**config.mk**
```make
export PLATFORM = sky130hd
export DESIGN_NAME = rle_zero_decoder_flat
export DESIGN_NICKNAME = d
export VERILOG_FILES = /design/src/rtl/rle_zero_decoder_if.sv /design/src/rtl/rle_zero_decoder.sv /design/src/flat_wrapper.sv
export SDC_FILE = /design/constraint.sdc
export NUM_CORES = 1
export LEC_CHECK = 0
export CAP_MARGIN = 20
export CORE_MARGIN = 2
export CORE_UTILIZATION = 46
export CTS_CLUSTER_DIAMETER = 80
export DETAILED_ROUTE_END_ITERATION = 10
export PLACE_DENSITY = 0.79
export SYNTH_ARGS = -nofsm -noshare
export SYNTH_HDL_FRONTEND = slang
export SYNTH_SLANG_ARGS = --single-unit
```
**constraint.sdc**
```tcl
create_clock -name clk -period 2.6 [get_ports clk]
set_input_delay 0.39 -clock clk [delete_from_list [all_inputs] [get_ports clk]]
set_output_delay 0.39 -clock clk [all_outputs]
set_load 0.02 [all_outputs]
```
**src/rtl/rle_zero_decoder_if.sv**
```systemverilog
// rle_zero_decoder_if: token input stream, word output stream and status of the zero-run decoder
interface rle_zero_decoder_if #(
  parameter int DATA_WIDTH = 16
) ();
  logic                  in_valid;
  logic                  in_ready;
  logic [DATA_WIDTH:0]   in_token;
  logic                  in_last;
  logic                  out_valid;
  logic                  out_ready;
  logic [DATA_WIDTH-1:0] out_data;
  logic                  out_last;
  logic                  busy;
  modport master (
    output in_valid, in_token, in_last, out_ready,
    input  in_ready, out_valid, out_data, out_last, busy
  );
  modport slave (
    input  in_valid, in_token, in_last, out_ready,
    output in_ready, out_valid, out_data, out_last, busy
  );
endinterface

```
**src/rtl/rle_zero_decoder.sv**
```systemverilog
// rle_zero_decoder: expands literal and zero-run tokens into one data word per handshake
module rle_zero_decoder #(
  parameter int DATA_WIDTH = 16,
  parameter int RUN_BITS   = 6
) (
  input logic               clk,
  input logic               arst_n_in,
  rle_zero_decoder_if.slave bus
);
  typedef enum logic [1:0] {EMPTY, LIT, RUN} state_t;
  state_t                r_state;
  logic [RUN_BITS-1:0]   r_run_cnt;
  logic [DATA_WIDTH-1:0] r_data;
  logic                  r_last_pend;
  logic                  w_out_valid;
  logic                  w_done;
  logic                  w_out_fire;
  logic                  w_in_ready;
  logic                  w_in_fire;
  logic                  w_is_run;
  assign w_out_valid = r_state != EMPTY;
  assign w_done      = (r_state == LIT) | ((r_state == RUN) & (r_run_cnt == '0));
  assign w_out_fire  = w_out_valid & bus.out_ready;
  // a finishing word frees the slot in the same cycle, so tokens stream without bubbles
  assign w_in_ready  = (r_state == EMPTY) | (w_out_fire & w_done);
  assign w_in_fire   = bus.in_valid & w_in_ready;
  assign w_is_run    = bus.in_token[DATA_WIDTH];
  assign bus.in_ready  = w_in_ready;
  assign bus.out_valid = w_out_valid;
  assign bus.out_data  = r_data;
  assign bus.out_last  = r_last_pend & w_done & w_out_valid;
  assign bus.busy      = w_out_valid;
  always_ff @(posedge clk or negedge arst_n_in) begin
    if (!arst_n_in) begin
      r_state     <= EMPTY;
      r_run_cnt   <= '0;
      r_data      <= '0;
      r_last_pend <= 1'b0;
    end else if (w_in_fire) begin
      r_state     <= w_is_run ? RUN : LIT;
      r_data      <= w_is_run ? '0 : bus.in_token[DATA_WIDTH-1:0];
      r_run_cnt   <= w_is_run ? bus.in_token[RUN_BITS-1:0] : '0;
      r_last_pend <= bus.in_last;
    end else if (w_out_fire) begin
      if (w_done) r_state <= EMPTY;
      else r_run_cnt <= r_run_cnt - 1'b1;
    end
  end
endmodule

```
**src/flat_wrapper.sv**
```systemverilog
// flat-port wrapper written by rule: the top's interface ports become plain ports
module rle_zero_decoder_flat 
#(
  parameter int DATA_WIDTH = 16,
  parameter int RUN_BITS   = 6
)
  (clk, arst_n_in, bus_in_valid, bus_in_token, bus_in_last, bus_out_ready, bus_in_ready, bus_out_valid, bus_out_data, bus_out_last, bus_busy);
  rle_zero_decoder_if #(.DATA_WIDTH(DATA_WIDTH)) bus_i ();
  input logic clk;
  input logic arst_n_in;
  input wire logic [$bits(bus_i.in_valid)-1:0] bus_in_valid;
  input wire logic [$bits(bus_i.in_token)-1:0] bus_in_token;
  input wire logic [$bits(bus_i.in_last)-1:0] bus_in_last;
  input wire logic [$bits(bus_i.out_ready)-1:0] bus_out_ready;
  output wire logic [$bits(bus_i.in_ready)-1:0] bus_in_ready;
  output wire logic [$bits(bus_i.out_valid)-1:0] bus_out_valid;
  output wire logic [$bits(bus_i.out_data)-1:0] bus_out_data;
  output wire logic [$bits(bus_i.out_last)-1:0] bus_out_last;
  output wire logic [$bits(bus_i.busy)-1:0] bus_busy;
  assign bus_i.in_valid = bus_in_valid;
  assign bus_i.in_token = bus_in_token;
  assign bus_i.in_last = bus_in_last;
  assign bus_i.out_ready = bus_out_ready;
  assign bus_in_ready = bus_i.in_ready;
  assign bus_out_valid = bus_i.out_valid;
  assign bus_out_data = bus_i.out_data;
  assign bus_out_last = bus_i.out_last;
  assign bus_busy = bus_i.busy;
  rle_zero_decoder #(.DATA_WIDTH(DATA_WIDTH), .RUN_BITS(RUN_BITS)) u_core (.clk(clk), .arst_n_in(arst_n_in), .bus(bus_i));
endmodule
```
# Word level (Yosys, flattened, before mapping)
# Cells that the tools add are included.
[word_totals]
register_bits = 25
inputBits = 22
out_inout_bits = 20
wordCells = 32
[classes]
n_addsub = 1
n_eq_ne = 3
mux = 9
bitwise_logic = 8
n_reduce_logical = 7
[ops]
columns = ["cell", "count"]
rows = [
  ["2-to-1 mux 6 bit", 4],
  ["2-to-1 mux 16 bit", 1],
  ["2-to-1 mux 2 bit", 4],
  ["bitwise AND 1 bit", 6],
  ["logical NOT 6 bit", 1],
  ["nonzero test 2 bit", 3],
  ["subtractor 6 x 1 -> 6 bit, second input constant", 1],
  ["AND reduction 2 bit", 2],
  ["== test 2 x 1 -> 1 bit, second input constant", 1],
  ["== test 2 bit, second input constant", 1],
  ["logical NOT 2 bit", 1],
  ["inequality test 2 bit, second input constant", 1],
  ["bitwise OR 1 bit", 2],
]

# Logic depth before layout (Yosys ltp)
# Gate-level depths: netlist (run 1).
[logic_depth]
word_depth = 8
mapped_depth = 7
mapped_depth_nobuf = 6

# Worst setup path before layout (run 1)
# OpenSTA, ideal clock, no wires.
[synth_path]
path_type = "flip-flop to output port"
startpoint = "register u_core.r_run_cnt[2]"
endpoint = "output port bus_out_last"
arrival_time_ps = 1538
required_time_ps = 2210
setup_slack_ps = 672
stages_incl_launch_ff = 5
path_buffers = 0
cell_sequence = "dfrtp_1 > or4_4 > nor2_1 > mux2i_1 > nor2b_1"
[synth_via]
elab_chain_len = 5
[synth_lines]
columns = ["element", "line_no", "source"]
rows = [
  ["start, declared", "rle_zero_decoder.sv:12", "logic [RUN_BITS-1:0] r_run_cnt;"],
  ["start signal, assigned", "rle_zero_decoder.sv:42", "r_run_cnt <= w_is_run ? bus.in_token[RUN_BITS-1:0] : '0;"],
  ["start signal, assigned", "rle_zero_decoder.sv:46", "else r_run_cnt <= r_run_cnt - 1'b1;"],
  ["logical NOT 6 bit", "rle_zero_decoder.sv:22", "assign w_done = (r_state == LIT) | ((r_state == RUN) & (r_run_cnt == '0));"],
  ["bitwise AND 1 bit", "rle_zero_decoder.sv:22", ""],
  ["bitwise OR 1 bit", "rle_zero_decoder.sv:22", ""],
  ["bitwise AND 1 bit (2 in a row)", "rle_zero_decoder.sv:31", "assign bus.out_last = r_last_pend & w_done & w_out_valid;"],
  ["end, declared", "flat_wrapper.sv:18", "output wire logic [$bits(bus_i.out_last)-1:0] bus_out_last;"],
]
# Every way passes these cells.

# Worst setup path after layout (run 1)
# Ends and elaborated chain as after synthesis.

==> results of run 1 <==
==> flip-flops by register name (all words and copies together) (netlist names) <==
name / count
u_core.r_run_cnt: 6
u_core.r_last_pend: 1
u_core.r_state: 2
u_core.bus.out_data: 16
==> area by class of cell <==
cell class                      instances  area [um^2]
Tap cell                               31         38.8
Timing Repair Buffer                   43          427
Clock inverter                          1         7.51
Inverter                                8         30.0
Clock buffer                            3         22.5
Multi-Input combinational cell         89          691
Fill cell                             222          940
Sequential cell                        25          626
==> metal layers <==
metal  part of all wire  GRT usage
met3              0.081     0.0527
met1               0.43      0.218
met2               0.47      0.295
met4              0.018      0.110
met5                  0          0
==> power by group through the flow <==
stage	combinational (W)	sequential (W)	clock, W
after floorplan	0.000434	0.000853	0
after global placement	0.000962	0.000711	0
after detailed placement	0.000976	0.000725	0
after CTS	0.000981	0.000715	0.000189
after global routing	0.00105	0.000737	0.000207
final	0.000971	0.000717	0.000180
==> cells in the final DEF (no fill, tap or decap), types with 2 or more instances in the layout <==
| cell | n |
|---|---|
| mux2_2 | 17 |
| and2_1 | 2 |
| clkdlybuf4s50_1 | 39 |
| a221oi_2 | 2 |
| nand2_1 | 9 |
| o21ai_0 | 2 |
| o21a_1 | 2 |
| o32ai_1 | 3 |
| nor2_1 | 5 |
| o211ai_1 | 2 |
| buf_4 | 2 |
| dfrtp_1 | 25 |
| o221a_2 | 2 |
| nor3_1 | 3 |
| inv_1 | 8 |
| ha_1 | 2 |
| nor2b_1 | 19 |
| nor4b_1 | 2 |
| clkbuf_4 | 3 |
==> kinds of logic after synthesis <==
logic type               count (synthesis)  share of synthesized area
AO/OA/AOI/OAI                           21                      0.132
adder cells (fa/ha/maj)                  2                     0.0183
buffers and inverters                   13                     0.0439
flip-flops                              25                      0.457
multiplexers                            18                      0.147
AND/OR/NAND/NOR                         48                      0.202
==> through the flow <==
step	cell area [um^2]	power [W]
after CTS	1840	0.00188
final	1840	0.00187
after global placement	1810	0.00167
after detailed placement	1810	0.00170
after floorplan	1370	0.00129
after global routing	1840	0.00199
==> Yosys cell counts <==
library cell,n,share of area
nor3_1,4,0.015
nor3_4,1,0.012
buf_4,3,0.016
nor2_1,6,0.016
mux2i_1,1,0.0073
ha_1,2,0.018
inv_1,8,0.022
and3_1,1,0.0046
o22ai_1,1,0.0046
a21boi_1,1,0.0055
a32oi_1,1,0.0064
or4_4,1,0.0082
o221a_2,2,0.016
nand2_1,9,0.025
clkbuf_1,2,0.0055
o21ai_0,2,0.0073
dfrtp_1,25,0.46
a211o_2,1,0.0073
a22o_1,1,0.0064
nand2b_1,1,0.0046
a31oi_1,1,0.0046
nor4_1,1,0.0046
nor2b_1,19,0.087
nor4b_1,2,0.013
nand3_1,1,0.0037
o21a_1,2,0.011
and2_1,2,0.0091
o32ai_1,3,0.019
o311ai_0,1,0.0064
o211ai_1,2,0.011
a21oi_1,1,0.0037
a221oi_2,2,0.022
mux2_2,17,0.14
==> worst min path at each step <==
stage | startpoint | end | slack (ns) | cells after the start
2_1_floorplan | arst_n_in | u_core.bus.out_data[0] | 0.09 | 0
3_3_place_gp | u_core.bus.out_data[6] | u_core.bus.out_data[6] | 0.49 | 1
3_5_place_dp | u_core.bus.out_data[12] | u_core.bus.out_data[12] | 0.50 | 1
4_1_cts | arst_n_in | u_core.bus.out_data[12] | 0.40 | 2
5_1_grt | arst_n_in | u_core.bus.out_data[12] | 0.43 | 2
6_report | arst_n_in | u_core.bus.out_data[14] | 0.40 | 2
==> timing repair <==
item | in CTS | in global routing
resized for setup | 1 | 2
setup endpoints to repair | 1 | 2
hold endpoints to repair | 0 | 0
==> worst max-delay path, stage by stage, from the launching register on <==
cell           delay [ns]
dfrtp_1              0.45
or4_4                0.60
nor2_2               0.17
mux2i_1              0.09
nor2b_1              0.10
dlygate4sd2_1        0.33
==> impl_metrics.toml, run 1 <==
[critical_path]
critPathLaunchType = "flop"
worst-path-max-fanout = 5
cp-end-kind = "output port"
cp-endpoint = "bus_out_last"
crit_required_ns = 2.21
crit_arrival_ns = 2.07
critPathLaunch = "u_core.r_run_cnt[2]"
crit_type = "reg -> out"
rrSetupSlack_ns = 0.57
reg2reg_from = "u_core.r_run_cnt[0]"
reg2regPathDepth = 7
reg2reg_to = "u_core.bus.out_data[1]"

[synthesis]
syn_nets = 151
synth.avg_cell_area_um2 = 10.8
synth_cell_types = 33
seq_area_frac_synth = 0.457
synthesis.area_um2 = 1370
postSynthCellCount = 127
ys_warn_count = 0
ys_ff_latch = 25

[detailed_routing]
drc = 0
wirelength_um = 2910
num_vias = 1135
route.antenna.remaining_nets = 0
viasPerCell = 5.68
wire_per_inst_um = 14.6
drtIter0Drc = 65
dr.pass1.iters = 4

[sta]
fmax_ghz = 0.406
min_period_ns = 2.46
layout_setup_ws_ns = 0.140
fin_crit_sh = 0.946
rsz0062_at_grt = "false"
worst_pin_slew_ns = 0.778
report.final.hold_viol_count = 0
report.final.slew_viol_count = 0
setup_tns_ns = 0
max_slew_margin = 0.479
fin_hold_ws_ns = 0.403
setup_viol = 0
skew_ns = 0.00499

[floorplan]
initial_core_util = 0.492
fp-row-count = 19
die_h_um = 58.6
coreArea_um2 = 2780
die_area_um2 = 3430
ios = 42
die_w_um = 58.6

[clock_tree]
cts_tree = "yes"
clk_pin_slew_ns = 0.14
cts.sinks = 25
cts_root_buf = "clkbuf_4"
clk_latency_ns = 0.33
holdBufCountCts = 0
numCtsBuffers = 3
cts_setup_buffers = 0
h-tree-depth = 1
cts_max_path_buffers = 2

[final_layout]
fin_cells = 200
synthToLayoutAreaGrowth_pct = 34.6
fin_nets = 194
antenna_cells = 0
layout-drive-gt1-share = 0.189
finish.utilization = 0.662

[pwr]
pwr-share-comb = 0.520
vdd_drop_max_v = 0.000794
p_leak_nw = 0.795
p_switching_w = 0.000720
pwr-share-seq = 0.384
intPower_w = 0.00115
power_frac_clock = 0.096
p_per_area_nw_per_um2 = 1010
power_switching_share = 0.385

[flow_run]
maxCapViolCount = 0

[global_routing]
grt_pass1_wl_um = 4750
grt_start_max_net_pins = 26
grt_antenna_before_repair = 0
grt-ovfl-total = 0
first_global_vias = 1121
grtUsageTotal = 0.184

[outcome]
status = "finished clean"

[placement]
place.gp.congestion = 0.923
dp_hpwl_um = 2160
io_buffers = 41
preCtsSetupSlack_ns = 0.183
place_inst = 196

[min_path]
worst_hold_path_type = "in -> async"
Power figures use the tool's default switching activity.
==> inputs of run 2 (changes only) <==
Settings changed: CAP_MARGIN 20 to default.
==> results of run 2 <==
No change in the layout: final DEF, timing and power equal those of run 1.
